==> src/rtl/vlc_ac_scan_if.sv <==
// Handshake bundle between the AC scan sequencer, the coefficient buffer,
// the run/level encoders and the slice controller.
interface vlc_ac_scan_if #(
    parameter int ADDR_W = 9
);
    logic              start;
    logic [3:0]        num_blocks;
    logic              stall;
    logic              coeff_rd_en;
    logic [ADDR_W-1:0] coeff_rd_addr;
    logic [31:0]       coeff_rd_data;
    logic              enc_input_enable;
    logic [31:0]       enc_coeff;
    logic              run_valid;
    logic              level_valid;
    logic              busy;
    logic              done;
    logic [9:0]        nz_count;
    logic              cfg_err;
    logic              timeout_err;

    modport master (
        output start, num_blocks, stall, coeff_rd_data, run_valid, level_valid,
        input  coeff_rd_en, coeff_rd_addr, enc_input_enable, enc_coeff,
               busy, done, nz_count, cfg_err, timeout_err
    );

    modport slave (
        input  start, num_blocks, stall, coeff_rd_data, run_valid, level_valid,
        output coeff_rd_en, coeff_rd_addr, enc_input_enable, enc_coeff,
               busy, done, nz_count, cfg_err, timeout_err
    );
endinterface

==> src/rtl/vlc_ac_scan_sequencer.sv <==
// Reads one slice of coefficients in AC interleave order (index outer, block inner),
// feeds the run/level encoders and waits for every nonzero result before done.
//
// state | meaning
// IDLE  | waiting for start
// ISSUE | issuing buffer reads, one per unstalled cycle
// DRAIN | last data issued, waiting for encoder results or timeout
// DONE  | one-cycle completion pulse
module vlc_ac_scan_sequencer #(
    parameter int MAX_BLOCKS    = 8,
    parameter int ADDR_W        = 9,
    parameter int DRAIN_TIMEOUT = 64
) (
    input logic          clk,
    input logic          reset_n,
    vlc_ac_scan_if.slave bus
);
    localparam int BLK_W = (MAX_BLOCKS > 1) ? $clog2(MAX_BLOCKS) : 1;
    localparam int TO_W  = (DRAIN_TIMEOUT > 1) ? $clog2(DRAIN_TIMEOUT) : 1;

    typedef enum logic [1:0] {
        IDLE  = 2'd0,
        ISSUE = 2'd1,
        DRAIN = 2'd2,
        DONE  = 2'd3
    } state_t;

    state_t            state;
    state_t            state_nxt;
    logic [BLK_W-1:0]  blk;
    logic [BLK_W-1:0]  last_blk;
    logic [BLK_W-1:0]  last_blk_in;
    logic [5:0]        idx;
    logic              empty_slice;
    logic              issue_q;
    logic [6:0]        pend_run;
    logic [6:0]        pend_lvl;
    logic [6:0]        pend_run_nxt;
    logic [6:0]        pend_lvl_nxt;
    logic [9:0]        nz_count;
    logic              cfg_err;
    logic              timeout_err;
    logic [TO_W-1:0]   drain_cnt;
    logic              start_acc;
    logic              over_max;
    logic              rd_en;
    logic              last_rd;
    logic              nz_issue;
    logic              run_spur;
    logic              lvl_spur;
    logic              drain_clear;
    logic              drain_expire;

    function automatic logic [6:0] pend_next(input logic [6:0] cur,
                                             input logic inc, input logic dec);
        logic [6:0] res;
        res = cur;
        if (inc && !dec)
            res = cur + 7'd1;
        else if (dec && !inc && cur != 7'd0)
            res = cur - 7'd1;
        return res;
    endfunction

    always_comb begin
        start_acc    = (state == IDLE) && bus.start;
        over_max     = int'(bus.num_blocks) > MAX_BLOCKS;
        last_blk_in  = over_max ? BLK_W'(MAX_BLOCKS - 1) : BLK_W'(bus.num_blocks - 4'd1);
        rd_en        = (state == ISSUE) && !bus.stall && !empty_slice;
        last_rd      = rd_en && (idx == 6'd63) && (blk == last_blk);
        nz_issue     = issue_q && (bus.coeff_rd_data != 32'd0);
        run_spur     = bus.run_valid && !nz_issue && (pend_run == 7'd0);
        lvl_spur     = bus.level_valid && !nz_issue && (pend_lvl == 7'd0);
        pend_run_nxt = pend_next(pend_run, nz_issue, bus.run_valid);
        pend_lvl_nxt = pend_next(pend_lvl, nz_issue, bus.level_valid);
        // Looks one cycle ahead so a zero final coefficient finishes without an extra DRAIN cycle.
        drain_clear  = (pend_run_nxt == 7'd0) && (pend_lvl_nxt == 7'd0);
        drain_expire = (state == DRAIN) && !drain_clear && (drain_cnt == '0);
    end

    always_ff @(posedge clk or negedge reset_n) begin
        if (!reset_n)
            state <= IDLE;
        else
            state <= state_nxt;
    end

    always_comb begin
        state_nxt = state;
        case (state)
            IDLE: begin
                if (bus.start)
                    state_nxt = ISSUE;
            end
            ISSUE: begin
                if (empty_slice)
                    state_nxt = DONE;
                else if (last_rd)
                    state_nxt = DRAIN;
            end
            DRAIN: begin
                if (drain_clear || drain_expire)
                    state_nxt = DONE;
            end
            DONE:    state_nxt = IDLE;
            default: state_nxt = IDLE;
        endcase
    end

    always_ff @(posedge clk or negedge reset_n) begin
        if (!reset_n) begin
            blk         <= '0;
            last_blk    <= '0;
            idx         <= 6'd0;
            empty_slice <= 1'b0;
            issue_q     <= 1'b0;
            pend_run    <= 7'd0;
            pend_lvl    <= 7'd0;
            nz_count    <= 10'd0;
            cfg_err     <= 1'b0;
            timeout_err <= 1'b0;
            drain_cnt   <= '0;
        end else begin
            issue_q <= rd_en;
            if (start_acc) begin
                blk         <= '0;
                idx         <= 6'd1;
                last_blk    <= last_blk_in;
                empty_slice <= (bus.num_blocks == 4'd0);
                cfg_err     <= (bus.num_blocks == 4'd0) || over_max;
                timeout_err <= 1'b0;
                nz_count    <= 10'd0;
                pend_run    <= 7'd0;
                pend_lvl    <= 7'd0;
            end else begin
                if (rd_en) begin
                    if (blk == last_blk) begin
                        blk <= '0;
                        idx <= idx + 6'd1;
                    end else begin
                        blk <= blk + BLK_W'(1);
                    end
                end
                if (nz_issue)
                    nz_count <= nz_count + 10'd1;
                if (drain_expire) begin
                    pend_run    <= 7'd0;
                    pend_lvl    <= 7'd0;
                    timeout_err <= 1'b1;
                end else begin
                    pend_run <= pend_run_nxt;
                    pend_lvl <= pend_lvl_nxt;
                    if (run_spur || lvl_spur)
                        timeout_err <= 1'b1;
                end
            end
            if (last_rd)
                drain_cnt <= TO_W'(DRAIN_TIMEOUT - 1);
            else if (state == DRAIN && drain_cnt != '0)
                drain_cnt <= drain_cnt - TO_W'(1);
        end
    end

    assign bus.coeff_rd_en      = rd_en;
    assign bus.coeff_rd_addr    = ADDR_W'({blk, idx});
    assign bus.enc_input_enable = issue_q;
    assign bus.enc_coeff        = issue_q ? bus.coeff_rd_data : 32'd0;
    assign bus.busy             = (state != IDLE);
    assign bus.done             = (state == DONE);
    assign bus.nz_count         = nz_count;
    assign bus.cfg_err          = cfg_err;
    assign bus.timeout_err      = timeout_err;
endmodule

==> src/flat_wrapper.sv <==
// flat-port wrapper written by rule: the top's interface ports become plain ports
module vlc_ac_scan_sequencer_flat 
#(
    parameter int MAX_BLOCKS    = 8,
    parameter int ADDR_W        = 9,
    parameter int DRAIN_TIMEOUT = 64
)
  (clk, reset_n, bus_start, bus_num_blocks, bus_stall, bus_coeff_rd_data, bus_run_valid, bus_level_valid, bus_coeff_rd_en, bus_coeff_rd_addr, bus_enc_input_enable, bus_enc_coeff, bus_busy, bus_done, bus_nz_count, bus_cfg_err, bus_timeout_err);
  vlc_ac_scan_if #(.ADDR_W(ADDR_W)) bus_i ();
  input logic clk;
  input logic reset_n;
  input wire logic [$bits(bus_i.start)-1:0] bus_start;
  input wire logic [$bits(bus_i.num_blocks)-1:0] bus_num_blocks;
  input wire logic [$bits(bus_i.stall)-1:0] bus_stall;
  input wire logic [$bits(bus_i.coeff_rd_data)-1:0] bus_coeff_rd_data;
  input wire logic [$bits(bus_i.run_valid)-1:0] bus_run_valid;
  input wire logic [$bits(bus_i.level_valid)-1:0] bus_level_valid;
  output wire logic [$bits(bus_i.coeff_rd_en)-1:0] bus_coeff_rd_en;
  output wire logic [$bits(bus_i.coeff_rd_addr)-1:0] bus_coeff_rd_addr;
  output wire logic [$bits(bus_i.enc_input_enable)-1:0] bus_enc_input_enable;
  output wire logic [$bits(bus_i.enc_coeff)-1:0] bus_enc_coeff;
  output wire logic [$bits(bus_i.busy)-1:0] bus_busy;
  output wire logic [$bits(bus_i.done)-1:0] bus_done;
  output wire logic [$bits(bus_i.nz_count)-1:0] bus_nz_count;
  output wire logic [$bits(bus_i.cfg_err)-1:0] bus_cfg_err;
  output wire logic [$bits(bus_i.timeout_err)-1:0] bus_timeout_err;
  assign bus_i.start = bus_start;
  assign bus_i.num_blocks = bus_num_blocks;
  assign bus_i.stall = bus_stall;
  assign bus_i.coeff_rd_data = bus_coeff_rd_data;
  assign bus_i.run_valid = bus_run_valid;
  assign bus_i.level_valid = bus_level_valid;
  assign bus_coeff_rd_en = bus_i.coeff_rd_en;
  assign bus_coeff_rd_addr = bus_i.coeff_rd_addr;
  assign bus_enc_input_enable = bus_i.enc_input_enable;
  assign bus_enc_coeff = bus_i.enc_coeff;
  assign bus_busy = bus_i.busy;
  assign bus_done = bus_i.done;
  assign bus_nz_count = bus_i.nz_count;
  assign bus_cfg_err = bus_i.cfg_err;
  assign bus_timeout_err = bus_i.timeout_err;
  vlc_ac_scan_sequencer #(.MAX_BLOCKS(MAX_BLOCKS), .ADDR_W(ADDR_W), .DRAIN_TIMEOUT(DRAIN_TIMEOUT)) u_core (.clk(clk), .reset_n(reset_n), .bus(bus_i));
endmodule
==> config.mk <==
export PLATFORM = sky130hd
export DESIGN_NAME = vlc_ac_scan_sequencer_flat
export DESIGN_NICKNAME = d
export VERILOG_FILES = /design/src/rtl/vlc_ac_scan_if.sv /design/src/rtl/vlc_ac_scan_sequencer.sv /design/src/flat_wrapper.sv
export SDC_FILE = /design/constraint.sdc
export NUM_CORES = 1
export LEC_CHECK = 0
export ABC_AREA = 1
export CAP_MARGIN = 20
export CORE_AREA = 2 2 101 103
export CTS_CLUSTER_DIAMETER = 40
export CTS_CLUSTER_SIZE = 24
export DETAILED_ROUTE_END_ITERATION = 6
export DIE_AREA = 0 0 103 105
export SYNTH_ARGS = -nofsm -noshare
export SYNTH_HDL_FRONTEND = slang
export SYNTH_SLANG_ARGS = --single-unit
==> constraint.sdc <==
create_clock -name clk -period 3.23 [get_ports clk]
set_input_delay 0.323 -clock clk [delete_from_list [all_inputs] [get_ports clk]]
set_output_delay 0.323 -clock clk [all_outputs]
set_load 0.05 [all_outputs]
# Word-level counts from Yosys, hierarchy flattened
# Cells that the tools add are included.
[totals]
reg_bits = 48
in_bits = 42
out_inout_bits = 57
elab_cells = 104
[classes]
add_sub_neg = 9
order_cmp = 1
n_eq_ne = 8
muxes = 28
reduce_logical = 46
[ops]
columns = ["cell", "n"]
rows = [
  ["7-bit two-way mux", 8],
  ["32-bit two-way mux", 1],
  ["32-bit nonzero test", 1],
  ["6-bit two-way mux", 5],
  ["7-bit logical NOT", 4],
  ["10-bit two-way mux", 2],
  ["1-bit logical AND", 18],
  ["7-bit by 1-bit adder with 7-bit output, second input constant", 2],
  ["7-bit nonzero test", 2],
  ["7-bit by 1-bit subtractor with 7-bit output, second input constant", 2],
  ["3-bit two-way mux", 4],
  ["10-bit by 1-bit adder with 10-bit output, second input constant", 1],
  ["2-bit nonzero test", 5],
  ["2-bit two-way mux", 4],
  ["2-bit case mux with 4 select lines", 1],
  ["6-bit by 1-bit adder with 6-bit output, second input constant", 1],
  ["6-bit equality test, second input constant", 1],
  ["1-bit logical NOT", 6],
  ["6-bit logical NOT", 1],
  ["6-bit nonzero test", 1],
  ["6-bit by 1-bit subtractor with 6-bit output, second input constant", 1],
  ["2-bit equality test, second input constant", 2],
  ["4-bit > comparator, second input constant", 1],
  ["4-bit logical NOT", 1],
  ["12 further kinds", 17],
]

# Logic depth before layout (Yosys ltp)
[depth]
word_depth = 15
ltp_mapped = 18

# Worst setup path after synthesis
# OpenSTA, ideal clock, no wires.
[synth_path]
path_type = "reg-to-reg"
start = "register u_core.state[1]"
end = "register u_core.state[0]"
setup_ns = 0.117
arrival_ns = 3.045
t_required_ns = 3.113
path_slack_ns = 0.068
stages_incl_launch_ff = 11
synth_period_minus_slack_ns = 3.162
cell_sequence = "dfrtp_1 inv_1 ha_1 inv_1 nor3_1 inv_1 nor4_1 o32a_1 nand2_1 nand2_1 nand2_1"
[synth_between]
elab_chain_len = 7
elab_cells_between_ends = 16
classes_between = "6 x eq/ne; 1 x mux; 9 x reduce/logical"
[synth_rtl]
columns = ["element", "line", "source"]
rows = [
  ["from (decl)", "vlc_ac_scan_sequencer.sv:28", "state_t state;"],
  ["from (signal assigned)", "vlc_ac_scan_sequencer.sv:85", "state <= state_nxt;"],
  ["2-bit by 1-bit equality test with 1-bit output", "vlc_ac_scan_sequencer.sv:69", "rd_en = (state == ISSUE) && !bus.stall && !empty_slice;"],
  ["1-bit logical AND (2 in series)", "vlc_ac_scan_sequencer.sv:69", ""],
  ["via bus_coeff_rd_en", "flat_wrapper.sv:18", "output wire logic [$bits(bus_i.coeff_rd_en)-1:0] bus_coeff_rd_en;"],
  ["1-bit logical AND (2 in series)", "vlc_ac_scan_sequencer.sv:70", "last_rd = rd_en && (idx == 6'd63) && (blk == last_blk);"],
  ["3-bit by 1-bit != test with 1-bit output (no source line)", "-", ""],
  ["3-bit AND reduction (no source line)", "-", ""],
]
# The timed path passes the listed nets, and every way through them passes these cells.
# A chain may end at the register's enable or synchronous reset.

# Worst setup path in the final report
[layout_path]
start = "register u_core.state[1]"
end = "output bus_coeff_rd_en"
[layout_between]
elab_chain_len = 3
[layout_rtl]
columns = ["element", "line"]
rows = [
  ["2-bit by 1-bit equality test with 1-bit output", "vlc_ac_scan_sequencer.sv:69"],
  ["1-bit logical AND (2 in series)", "vlc_ac_scan_sequencer.sv:69"],
  ["to (decl)", "flat_wrapper.sv:18"],
]
# Every way passes these cells.

==> flow_metrics.env <==
export IMPL_gp_congestion=0.885
export IMPL_n_fill_cell=996
export IMPL_dp_hpwl_um=6710
export IMPL_vias_per_cell=4.55
export IMPL_cts_root_buffer="clkbuf_8"
export IMPL_worstPathRequired_ps=2910
export IMPL_final_cell_area_sq_um=4550
export IMPL_wl_um=8570
export IMPL_grt_pass1_wl_um=14300
export IMPL_setup_viol_count_final=0
export IMPL_clock_skew_ps=8.63
export IMPL_start_kind="register"
export IMPL_crit_type="reg2out"
export IMPL_end_kind="output port"
export IMPL_hold_class="in2async"
export IMPL_core_sq_um=9640
export IMPL_place_area_sq_um=4460
export IMPL_start_util=0.347
export IMPL_grt_max_degree=28
export IMPL_ys_ff_latch=48
export IMPL_worstReg2RegEnd="u_core.pend_run[0]"
export IMPL_p_leak_uw=0.00229
export IMPL_path_clk_slew_ps=100
export IMPL_synth_cell_types=29
export IMPL_synth_edf_count=0
export IMPL_rrSetupSlack_ps=760
export IMPL_rsz0062_at_grt="no"
export IMPL_r2r_start="u_core.pend_run[0]"
export IMPL_worstPathCellList="inv_1, ha_1, inv_1, nor3_1, clkdlybuf4s50_1"
export IMPL_antenna_cells=0
export IMPL_multiInputGateArea_sq_um=1750
export IMPL_synth_top_area_cell="dfrtp_1"
export IMPL_synth_area_sq_um=3350
export IMPL_hold_ws_ps=10.6
export IMPL_crit_slowest_cell="clkdlybuf4s50_1"
export IMPL_powerDensity_nw_per_um2=721
export IMPL_dieArea_sq_um=10800
export IMPL_std_cell_rows=36
export IMPL_period_minus_slack_ps=2680
export IMPL_path_max_fanout=5
export IMPL_synth_ff_type="dfrtp_1"
export IMPL_cp_data_arrival_time_ps=2360
export IMPL_clock_path_buffers=2
export IMPL_grt_usage=0.162
export IMPL_final_max_slew_viol_count=0
export IMPL_ant_nets=0
export IMPL_first_pass_iters=4
export IMPL_layout_drive_gt1_share=0.0517
export IMPL_ctsResizeCount=0
export IMPL_routedWlPerCell_um=11.7
export IMPL_synth_area_per_cell_sq_um=6.68
export IMPL_yosysMostFrequentCell="nand2_1"
export IMPL_htreeDepth=2
export IMPL_netlist_instances=501
export IMPL_dieHeight_um=105
export IMPL_io_buffers=98
export IMPL_cts_sinks=48
export IMPL_outcome="finished, final reports clean"
export IMPL_drt_initial_drc_count=139
export IMPL_synthTopCellsByArea="dfrtp_1, nand2_1, inv_1"
export IMPL_drv_cap=0
export IMPL_ff2ff_path_depth=16
export IMPL_nNetsFinal=656
export IMPL_grt_pass1_vias=3205
export IMPL_synth_top_area_frac=0.359
export IMPL_hold_viol_final=0
export IMPL_tns_ps=0
export IMPL_synthArstFlopShare=1.00
export IMPL_synthToLayoutAreaGrowth_pct=35.9
export IMPL_tightest_slew_ps=624
export IMPL_yosys_warnings=0
export IMPL_cts_buffers=5
export IMPL_fmax_ghz=0.373
export IMPL_grt_antenna_before_repair=0
export IMPL_overflow=0
export IMPL_post_cts_setup_buffers=0
export IMPL_cts_tree="built"
export IMPL_die_w_um=103
export IMPL_yosysSeqAreaShare=0.359
export IMPL_relSlewSlack=0.584
export IMPL_critical_path_max_stage_delay_ps=900
export IMPL_drcViolationCount=0
export IMPL_ir_worst_vdd_mv=0.456
export IMPL_syn_nets=558
export IMPL_synth_common_cells="nand2_1, inv_1, nor2_1"
export IMPL_io_pins=99
export IMPL_clk_insertion_delay_late_ps=310
export IMPL_vias=3334
export IMPL_cp_common_cell="inv_1"
export IMPL_seq_area_sq_um=1200
export IMPL_holdBufCountCts=0
export IMPL_timing_final_crit_share=0.830
-- state kept, by name (all words and copies together) (netlist names) --
name / cells
u_core.pend_run: 7
u_core.empty_slice: 1
u_core.bus.cfg_err: 1
u_core.bus.enc_input_enable: 1
u_core.bus.nz_count: 10
u_core.idx: 6
u_core.blk: 3
u_core.last_blk: 3
u_core.drain_cnt: 6
u_core.pend_lvl: 7
u_core.bus.timeout_err: 1
u_core.state: 2
-- worst max-delay path, delay by kind of cell (launching register included) --
| family | cells | cell delay [ps] |
|---|---|---|
| AND/OR/NAND/NOR | 1 | 380 |
| adder cells (fa/ha/maj) | 1 | 170 |
| flip-flops | 1 | 440 |
| buffers and inverters | 3 | 1070 |
-- how the worst max path moves through the flow --
stage	from	endpoint	cells after the start
after CTS	u_core.state[1]	bus_coeff_rd_en	5
after floorplan	u_core.state[1]	u_core.state[0]	10
final	u_core.state[1]	bus_coeff_rd_en	5
after detailed placement	bus_coeff_rd_data[10]	u_core.pend_run[0]	18
after global placement	bus_coeff_rd_data[10]	u_core.pend_run[0]	18
after global routing	bus_coeff_rd_data[4]	u_core.pend_run[0]	18
-- placed cells by master (no fill, tap or decap), drive strengths merged, types with 5 or more instances in the layout --
cell type      Yosys  final
ha                15     15
nand2            137    137
clkdlybuf4s50      0     97
nand3             41     41
o21ai             17     17
a21oi             20     20
dfrtp             48     48
nor2              71     71
clkbuf             4      5
buf                7      5
xnor2              5      5
inv               90     90
nand4             10     10
nor3              16     16
-- through the flow --
step                setup WS [ps]  total power, uW  instances  utilization
floorplan                    67.9             2360        501            -
global placement              331             2890        725        0.462
detailed placement            292             2910        725        0.462
CTS                           541             3290        733        0.472
global route                  273             3560        733        0.472
finish                        548             3280        733        0.472
-- kinds of logic (layout without fill, tap and decap cells) --
group / count (synthesis) / count (layout) / synth area share
compound gates: 46 / 46 / 0.0793
buf+inv: 101 / 200 / 0.119
fa+ha+maj: 15 / 15 / 0.0561
simple gates: 283 / 283 / 0.366
flops: 48 / 48 / 0.359
xor+xnor: 8 / 8 / 0.0209
-- area by class of cell --
cell class / instances / area share
multi-input combinational: 352 / 0.384
sequential: 48 / 0.264
timing repair buffer: 102 / 0.221
inverter: 90 / 0.0743
tap: 133 / 0.0366
clock buffer: 5 / 0.0151
clock inverter: 3 / 0.00413
-- where the power goes --
| part | switching [uW] | total, uW | leakage [uW] | internal, uW |
|---|---|---|---|---|
| combinational | 1230 | 1910 | 0.00163 | 680 |
| sequential | 199 | 989 | 0.000612 | 790 |
| clock | 223 | 375 | 0.0000479 | 152 |
| total | 1650 | 3280 | 0.00229 | 1620 |
-- routing by layer --
layer,GRT usage,up-vias,share of wire
met5,0,-,0
met4,0.0498,0,0.020
met3,0.0328,14,0.052
met2,0.268,87,0.46
met1,0.210,1474,0.47
li1,-,1759,-
Note: power is estimated with default switching activity, not from simulation.
